--- src/rtl/fp_pkg.sv ---
// Shared fp32 definitions for the MAC column (multiplier and accumulator).
package fp_pkg;

  localparam int          EXP_BIAS = 127;
  localparam logic [7:0]  EXP_MAX  = 8'hFF;
  localparam logic [31:0] QNAN     = 32'h7FC0_0000;
  localparam logic [31:0] POS_ZERO = 32'h0000_0000;
  localparam logic [31:0] POS_INF  = 32'h7F80_0000;
  localparam logic [31:0] NEG_INF  = 32'hFF80_0000;

  typedef struct packed {
    logic        sign;
    logic [7:0]  exp;
    logic [22:0] man;
  } fp32_t;

  typedef enum logic [2:0] {
    S_IDLE, S_ALIGN, S_ADD, S_NORM, S_ROUND, S_DONE
  } acc_state_t;

  function automatic logic is_nan(input fp32_t f);
    return (f.exp == EXP_MAX) && (f.man != 23'd0);
  endfunction

  function automatic logic is_inf(input fp32_t f);
    return (f.exp == EXP_MAX) && (f.man == 23'd0);
  endfunction

  function automatic logic is_zero(input fp32_t f);
    return (f.exp == 8'd0) && (f.man == 23'd0);
  endfunction

endpackage

--- src/rtl/fp_lzc27.sv ---
// Combinational leading-zero counter for the 27-bit normalisation datapath.
module fp_lzc27 (
  input  logic [26:0] value,
  output logic [4:0]  count
);

  // Scanning upward lets the highest set bit win; all-zero input yields 27.
  always_comb begin
    count = 5'd27;
    for (int i = 0; i < 27; i++) begin
      if (value[i]) count = 5'(26 - i);
    end
  end

endmodule

--- src/rtl/fp_acc.sv ---
// Iterative fp32 accumulator: one product per 5 cycles through align/add/norm/round.
module fp_acc
  import fp_pkg::*;
#(
  parameter int CNT_W = 16,
  parameter int FTZ   = 1
) (
  input  logic             clk,
  input  logic             rst_n,
  input  logic             in_valid,
  output logic             in_ready,
  input  logic [31:0]      in_data,
  input  logic             in_last,
  output logic             out_valid,
  input  logic             out_ready,
  output logic [31:0]      out_data,
  output logic [CNT_W-1:0] out_count,
  output logic             busy
);

  if (FTZ != 1) begin : g_ftz_check
    $error("fp_acc: only FTZ=1 (flush subnormals to zero) is supported");
  end

  acc_state_t       state;
  fp32_t            acc, op;
  logic             last_q;
  logic [CNT_W-1:0] count;

  // Stage registers; each is consumed by the next state only.
  logic        a_sign, a_sub, a_both_neg, a_spec;
  logic [31:0] a_spec_val;
  logic [7:0]  a_exp;
  logic [26:0] a_big, a_small;
  logic [27:0] s_sum;
  logic [26:0] n_man;
  logic [9:0]  n_exp;
  logic        n_zero;

  // ALIGN combinational datapath.
  logic        spec;
  logic [31:0] spec_val;
  logic [23:0] acc_m, op_m, big_m, small_m;
  logic [7:0]  big_e, small_e, diff;
  logic        big_s, op_gt;
  logic [26:0] small_x, shifted;

  // NOTE: every always_comb output gets a default first so no path can infer a latch.
  always_comb begin
    spec     = 1'b0;
    spec_val = QNAN;
    if (is_nan(acc) || is_nan(op) ||
        (is_inf(acc) && is_inf(op) && (acc.sign != op.sign))) begin
      spec = 1'b1;
    end else if (is_inf(acc)) begin
      spec     = 1'b1;
      spec_val = acc;
    end else if (is_inf(op)) begin
      spec     = 1'b1;
      spec_val = op;
    end

    acc_m = (acc.exp == 8'd0) ? 24'd0 : {1'b1, acc.man};
    op_m  = (op.exp  == 8'd0) ? 24'd0 : {1'b1, op.man};
    op_gt = {op.exp, op_m} > {acc.exp, acc_m};

    big_e   = op_gt ? op.exp   : acc.exp;
    small_e = op_gt ? acc.exp  : op.exp;
    big_m   = op_gt ? op_m     : acc_m;
    small_m = op_gt ? acc_m    : op_m;
    big_s   = op_gt ? op.sign  : acc.sign;
    diff    = big_e - small_e;

    small_x = {small_m, 3'b000};
    if (diff >= 8'd26) begin
      shifted = {26'd0, |small_m};
    end else begin
      shifted    = small_x >> diff[4:0];
      shifted[0] = shifted[0] | (|(small_x & ((27'd1 << diff[4:0]) - 27'd1)));
    end
  end

  // NORM combinational datapath.
  logic [4:0]  lz;
  logic [26:0] norm_m;
  logic [9:0]  norm_e;
  logic        norm_z;

  fp_lzc27 u_lzc (
    .value (s_sum[26:0]),
    .count (lz)
  );

  always_comb begin
    norm_m = s_sum[26:0];
    norm_e = {2'b00, a_exp};
    norm_z = 1'b0;
    if (s_sum[27]) begin
      norm_m = {s_sum[27:2], s_sum[1] | s_sum[0]};
      norm_e = {2'b00, a_exp} + 10'd1;
    end else if (s_sum[26:0] == 27'd0) begin
      norm_z = 1'b1;
    end else begin
      norm_m = s_sum[26:0] << lz;
      norm_e = {2'b00, a_exp} - {5'd0, lz};
    end
  end

  // ROUND combinational datapath: nearest-even on guard/round/sticky.
  logic        rnd_up;
  logic [24:0] rnd_m;
  logic [9:0]  rnd_e;
  logic [31:0] result;

  always_comb begin
    rnd_up = n_man[2] & (n_man[1] | n_man[0] | n_man[3]);
    rnd_m  = {1'b0, n_man[26:3]} + {24'd0, rnd_up};
    rnd_e  = n_exp + {9'd0, rnd_m[24]};
    if (a_spec)
      result = a_spec_val;
    else if (n_zero)
      result = {a_both_neg, 31'd0};
    else if (rnd_e[9] || (rnd_e == 10'd0))
      result = {a_sign, 31'd0};
    else if (rnd_e >= 10'd255)
      result = a_sign ? NEG_INF : POS_INF;
    else
      result = {a_sign, rnd_e[7:0], rnd_m[24] ? rnd_m[23:1] : rnd_m[22:0]};
  end

  // NOTE: sequential state uses non-blocking assignments only.
  always_ff @(posedge clk or negedge rst_n) begin
    if (!rst_n) begin
      state      <= S_IDLE;
      acc        <= POS_ZERO;
      op         <= POS_ZERO;
      last_q     <= 1'b0;
      count      <= '0;
      in_ready   <= 1'b1;
      out_valid  <= 1'b0;
      out_data   <= POS_ZERO;
      out_count  <= '0;
      busy       <= 1'b0;
      a_sign     <= 1'b0;
      a_sub      <= 1'b0;
      a_both_neg <= 1'b0;
      a_spec     <= 1'b0;
      a_spec_val <= QNAN;
      a_exp      <= 8'd0;
      a_big      <= '0;
      a_small    <= '0;
      s_sum      <= '0;
      n_man      <= '0;
      n_exp      <= '0;
      n_zero     <= 1'b0;
    end else begin
      case (state)
        S_IDLE: if (in_valid && in_ready) begin
          op       <= in_data;
          last_q   <= in_last;
          count    <= (&count) ? count : count + 1'b1;
          in_ready <= 1'b0;
          busy     <= 1'b1;
          state    <= S_ALIGN;
        end
        S_ALIGN: begin
          a_sign     <= big_s;
          a_sub      <= acc.sign ^ op.sign;
          a_both_neg <= acc.sign & op.sign;
          a_spec     <= spec;
          a_spec_val <= spec_val;
          a_exp      <= big_e;
          a_big      <= {big_m, 3'b000};
          a_small    <= shifted;
          state      <= S_ADD;
        end
        S_ADD: begin
          s_sum <= a_sub ? ({1'b0, a_big} - {1'b0, a_small})
                         : ({1'b0, a_big} + {1'b0, a_small});
          state <= S_NORM;
        end
        S_NORM: begin
          n_man  <= norm_m;
          n_exp  <= norm_e;
          n_zero <= norm_z;
          state  <= S_ROUND;
        end
        S_ROUND: begin
          acc <= result;
          if (last_q) begin
            out_valid <= 1'b1;
            out_data  <= result;
            out_count <= count;
            state     <= S_DONE;
          end else begin
            in_ready <= 1'b1;
            busy     <= 1'b0;
            state    <= S_IDLE;
          end
        end
        S_DONE: if (out_ready) begin
          acc       <= POS_ZERO;
          count     <= '0;
          out_valid <= 1'b0;
          out_data  <= POS_ZERO;
          out_count <= '0;
          in_ready  <= 1'b1;
          busy      <= 1'b0;
          state     <= S_IDLE;
        end
        default: state <= S_IDLE;
      endcase
    end
  end

endmodule

--- config.mk ---
export PLATFORM = sky130hd
export DESIGN_NAME = fp_acc
export DESIGN_NICKNAME = d
export VERILOG_FILES = /design/src/rtl/fp_pkg.sv /design/src/rtl/fp_lzc27.sv /design/src/rtl/fp_acc.sv
export SDC_FILE = /design/constraint.sdc
export NUM_CORES = 1
export LEC_CHECK = 0
export BUFFER_PORTS_ARGS = -buffer_cell sky130_fd_sc_hd__buf_2
export CORE_ASPECT_RATIO = 0.9
export CORE_MARGIN = 3
export CORE_UTILIZATION = 30
export DETAILED_ROUTE_END_ITERATION = 7
export GPL_TIMING_DRIVEN = 0
export HOLD_SLACK_MARGIN = 0.1
export SETUP_SLACK_MARGIN = 0.1
export SLEW_MARGIN = 20
export SYNTH_ARGS = -nofsm -noshare
export SYNTH_HDL_FRONTEND = slang
export SYNTH_SLANG_ARGS = --single-unit
--- constraint.sdc ---
create_clock -name clk -period 6.6 [get_ports clk]
set_input_delay 1.98 -clock clk [delete_from_list [all_inputs] [get_ports clk]]
set_output_delay 1.98 -clock clk [all_outputs]
set_load 0.005 [all_outputs]
=== Yosys cells after proc, flatten, opt, wreduce, memory -nomap -nowiden ===
Index checks and enable logic that the tools add are counted.

* Add/subtract/negate cells: 9
* Order comparisons: 3
* Equality and inequality tests: 13
* Shifts and indexed selects: 3
* Multiplexer cells: 78
* Bitwise operators: 8
* Reduce and logical (&&, ||, !) cells: 31

{| class="wikitable"
|+ Operator list
! cell !! number
|-
| $mux 32 || 10
|-
| $pmux 32 s2 || 2
|-
| $mux 24 || 4
|-
| $mux 27 || 3
|-
| $mux 5 || 16
|-
| $mux 16 || 4
|-
| $pmux 16 s2 || 2
|-
| $logic_not 23->1 || 2
|-
| $reduce_bool 23->1 || 2
|-
| $gt 32x32->1 || 1
|-
| $mux 4 || 8
|-
| $add 27x27->28 || 1
|-
| $mux 28 || 1
|-
| $sub 27x27->28 || 1
|-
| $and 27x27->27 || 1
|-
| $logic_not 27->1 || 1
|-
| $reduce_or 27->1 || 1
|-
| $shl 1x5->27 const A || 1
|-
| $shl 27x5->27 || 1
|-
| $shr 27x5->27 || 1
|-
| $sub 27x1->27 const B || 1
|-
| $add 24x1->25 || 1
|-
| $reduce_or 24->1 || 1
|-
| $mux 23 || 1
|-
| 35 further kinds || 78
|}

* Register bits after elaboration: 296
* Bits of input ports: 37
* Output and inout bits: 51
* Logic and storage cells: 171

=== Longest topological paths before layout ===
* Word-level depth: 30
* Depth in mapped cells: 29
* Mapped depth without buffers: 23

=== Modules after synthesis ===
Synthesis repeated with hierarchy kept, for this count alone.

* Cells, all modules: 2420
* Area, all modules: 20631.0 µm²

{| class="wikitable"
|+ Modules (own cells, without submodules)
! module !! times used !! cells each !! area an instance (µm²) !! seq. area each (µm²)
|-
| fp_acc || 1 || 2369 || 20353.3 || 7419.6
|-
| fp_lzc27 || 1 || 51 || 277.8 || 0.0
|}

=== Worst setup path after synthesis ===
Ideal clock, no wire load.

* Path kind: reg-to-reg
* Start: register op[23] in the netlist's numbering
* End: register a_small[0]
* Library setup time: 0.136 ns
* Arrival: 5.561 ns
* Data required time: 6.464 ns
* Slack: 0.903 ns
* Stages on the path, launching flop included: 27
* Buffers on the path: 6
* Clock period less this slack: 5.697 ns
* Cell sequence: dfrtp_1 > nor4_1 > nand2_1 > clkbuf_1 > and2_1 > ha_1 > nor2b_1 > o211ai_1 > a2111o_1 > a31oi_4 > nor3_2 > nor2_1 > buf_2 > clkbuf_1 > clkbuf_1 > nor2_1 > a21oi_1 > ha_1 > clkbuf_1 > clkinv_1 > clkbuf_1 > mux4_2 > mux2i_1 > nor2_1 > o21a_1 > a2111oi_2 > a31oi_1

* Cells in the longest elaborated chain, start to end: 11
* Elaborated cells on any way between the ends: 16
* Classes of those cells: add/sub (2); order compare (2); shift (2); mux (5); bitwise (2); reduce/logical (3)

{| class="wikitable"
|+ RTL lines
! item !! line !! source
|-
| from (decl) || fp_acc.sv:26 || <nowiki>fp32_t acc, op;</nowiki>
|-
| from (signal assigned) || fp_acc.sv:159 || <nowiki>op <= in_data;</nowiki>
|-
| $logic_not 8->1 || fp_acc.sv:64 || <nowiki>op_m = (op.exp == 8'd0) ? 24'd0 : {1'b1, op.man};</nowiki>
|-
| $mux 24 || fp_acc.sv:64 ||
|-
| $gt 32x32->1 || fp_acc.sv:65 || <nowiki>op_gt = {op.exp, op_m} > {acc.exp, acc_m};</nowiki>
|-
| $mux 8 (on tied branches) || fp_acc.sv:67, fp_acc.sv:68 ||
|-
| $sub 8x8->8 || fp_acc.sv:72 || <nowiki>diff = big_e - small_e;</nowiki>
|-
| $shl 1x5->27 || fp_acc.sv:79 || <nowiki>shifted[0] = shifted[0] | (|(small_x & ((27'd1 << diff[4:0]) - 27'd1)));</nowiki>
|-
| $sub 27x1->27 || fp_acc.sv:79 ||
|-
| $and 27x27->27 || fp_acc.sv:79 ||
|-
| $reduce_or 27->1 || fp_acc.sv:79 ||
|-
| $or 1x1->1 || fp_acc.sv:79 ||
|-
| $mux 27 * || fp_acc.sv:75 || <nowiki>if (diff >= 8'd26) begin</nowiki>
|-
| to (signal assigned) || fp_acc.sv:174 || <nowiki>a_small <= shifted;</nowiki>
|-
| to (decl) || fp_acc.sv:34 || <nowiki>logic [26:0] a_big, a_small;</nowiki>
|}

Mark *: on every way between the ends. The rest lies on a longest branch, timed or not.
A chain may end at the register's enable or synchronous reset.

=== Final worst setup path ===
* Start: register op[29] in the netlist's numbering
* End: register a_small[0]

The elaborated chain is that of the path after synthesis.

==> results.py <==
metrics = {
    "sta": {
        "layout_worst_path_cycle_share": 0.9556,
        "hold_viol": 0,
        "worst_pin_slew_ns": 1.052,
        "maxSlewViolCount": 0,
        "setup_slack_ns": 0.2930,
        "setup_viol": 0,
        "relSlewSlack": 0.2925,
        "clock-skew-final_ns": 0.02394,
        "fmax_mhz": 158.6,
        "fin_crit_ns": 6.307,
        "rsz0062_at_grt": "no",
    },
    "min_path": {
        "hp-class": "reg2reg",
    },
    "global_routing": {
        "grt_remaining_overflow": 0,
        "grt_usage": 0.1992,
        "grt_util_met2": 0.2920,
        "grt_pass1_vias": 17830,
        "grtUsageMet3": 0.03842,
        "grt_antenna_before_repair": 3,
        "grt_start_max_net_pins": 94,
        "grt_pass1_wl_mm": 110.2,
        "grt.busiest_layer": "met1",
        "grtUsageMet1": 0.2984,
    },
    "setup_path": {
        "cp_max_fo": 10,
        "crit_path_start_kind": "register",
        "critPathCaptureType": "register",
        "cp.arrival_ns": 6.71,
        "worst_ep_required_time_ns": 7.00,
        "crit_type": "reg2reg",
    },
    "clock_tree": {
        "numCtsBuffers": 34,
        "path_clk_slew_ns": 0.06,
        "clockRootBuffer": "clkbuf_16",
        "cts.sinks": 296,
        "clock_latency_ns": 0.54,
        "cts_max_level": 2,
        "ctsHoldBuffers": 0,
        "cts_tree": "yes",
        "ctsLongestPathBuffers": 3,
    },
    "floorplan": {
        "initial_utilization": 0.3060,
        "boundaryPins": 88,
        "die-area_um2": 70730,
        "core-area_um2": 66260,
        "dieHeight_um": 252.6,
        "die_x_um": 280.0,
        "rows": 89,
    },
    "run_status": {
        "status": "finished clean",
    },
    "layout": {
        "final_common_cell": "nand2_1",
        "layout_common_cells": "nand2_1, dfrtp_1, o21ai_0",
        "nets": 2662,
        "drive_above_1_share": 0.1339,
        "area_growth_pct": 15.31,
    },
    "drt": {
        "wl_per_cell_um": 21.17,
        "vias": 18760,
        "viasPerCell": 5.487,
        "first_pass_iters": 6,
        "drc": 0,
        "routed_wirelength_mm": 72.39,
        "ant_nets": 0,
        "drt_iter0_drc": 1750,
    },
    "synthesis": {
        "synth-main-ff-cell": "dfrtp_1",
        "syn-cell-area_um2": 20270,
        "synth_edf_count": 0,
        "ys_seq_area_frac": 0.3660,
        "syn_inst": 2386,
        "ys_async_sr_fraction": 1.000,
        "synth-seq-cells": 296,
        "synth.distinct_cells": 110,
        "syn_nets": 2519,
        "syn_avg_cell_area_um2": 8.496,
        "yosysWarnings": 0,
    },
    "place": {
        "dp_slack_ns": -0.8707,
        "placement.io_buffers": 87,
        "place_congestion": 0.9883,
        "dp_hpwl_mm": 55.97,
    },
    "job": {
        "drv_cap": 0,
    },
}
## routing by layer
| metal | routed length (µm) | part of all wire |
|---|---|---|
| met3 | 5855 | 0.081 |
| met5 | 38 | 0.00052 |
| met4 | 1999 | 0.028 |
| met2 | 30220 | 0.42 |
| met1 | 34270 | 0.47 |
## per-stage QoR
stage | setup TNS, ns | std cells | cell area [µm²] | hold WS (ns) | util
final | 0 | 3420 | 23380 | 0.4746 | 0.3528
after global placement | -649.44 | 3337 | 21790 | 0.4574 | 0.3288
after detailed placement | -13.49 | 3341 | 21910 | 0.4675 | 0.3307
after floorplan | 0 | 2386 | 20270 | 0.4455 | -
after CTS | 0 | 3401 | 23060 | 0.4800 | 0.3481
after global routing | 0 | 3418 | 23370 | 0.4961 | 0.3527
## kinds of logic (layout without fill, tap and decap cells)
| kind of cell | after synthesis | after routing | synth area share |
|---|---|---|---|
| other cells | 0 | 2 | 0 |
| compound gates | 663 | 663 | 0.2110 |
| xor+xnor | 76 | 76 | 0.03413 |
| flops | 296 | 296 | 0.3660 |
| simple gates | 912 | 912 | 0.2071 |
| buf+inv | 242 | 410 | 0.04956 |
| mux | 101 | 101 | 0.07228 |
| fa+ha+maj | 96 | 96 | 0.05999 |
## worst max-delay path, stage by stage, from the launching register on
cell,delay [ns]
dfrtp_1,0.52
nor4_4,0.21
nand2_2,0.14
buf_6,0.17
and2_2,0.25
ha_1,0.31
nor2b_1,0.13
o211ai_1,0.09
a2111o_1,0.41
a31oi_4,0.29
or3_4,0.19
buf_8,0.15
nand2_8,0.09
buf_4,0.19
buf_8,0.16
nor2_1,0.12
a21oi_2,0.08
ha_1,0.21
a211o_1,0.35
nor3_4,0.28
buf_6,0.15
xnor2_4,0.12
o21ai_2,0.17
o221ai_2,0.11
a221o_1,0.30
a2111o_1,0.44
nor4_4,0.39
a31oi_1,0.13
## flip-flops by register name (all words and copies together) (netlist names), 3 cells and up
signal,count
a_big,24
a_exp,8
a_small,27
a_spec_val,32
acc,32
count,16
n_exp,10
n_man,27
op,32
out_count,16
out_data,32
s_sum,28
state,3
## synth_stat cells (11+ instances only)
master,n,area share
xnor2_1,38,0.016
a211oi_1,17,0.0063
nor2_1,195,0.036
o21ai_1,16,0.0040
ha_1,94,0.058
a31oi_1,21,0.0065
o21ai_0,209,0.052
or3_1,11,0.0034
mux2i_1,53,0.026
mux4_2,35,0.039
nand3_1,53,0.013
and2_1,48,0.015
nand4_1,22,0.0068
nand2b_1,19,0.0059
o22ai_1,16,0.0049
a21oi_1,151,0.037
a221oi_1,11,0.0048
dfrtp_1,286,0.35
clkbuf_1,122,0.023
xor2_1,36,0.016
inv_1,85,0.016
nor2b_1,16,0.0049
and3_1,18,0.0056
o31ai_1,32,0.012
nor4_1,29,0.0089
nand2_1,400,0.074
mux2_2,13,0.0072
a22o_1,50,0.022
a21o_1,32,0.012
nor3_1,56,0.014
## cell type report
cell class	count	area [µm²]
timing repair buffer	109	674.4
clock inverter	10	130.1
fill	6799	42880
clock buffer	51	984.7
inverter	89	335.3
tap	864	1081
antenna	2	5.005
sequential	296	7427
buffer	151	703.2
multi-input combinational	1848	12040
## final timing paths
path	from	end	slack (ns)	depth (start not counted)
max	op[29]	a_small[0]	0.29	27
min	out_valid	out_valid	0.47	2
max reg2reg	op[29]	a_small[0]	0.29	27
min reg2reg	out_valid	out_valid	0.47	2
max in group asynchronous	rst_n	in_ready	4.02	3
min in group asynchronous	rst_n	s_sum[9]	1.38	1
## repair_timing
action / CTS / global route
endpoints found under the hold margin: 0 / 0
resized for setup: 14 / 58
endpoints found under the setup margin: 27 / 27
buffers inserted: 1 / 17
pin swaps: 1 / 13
Power is not shown: default switching activity piles up to over one toggle a cycle in this logic, so the estimate is an artifact.
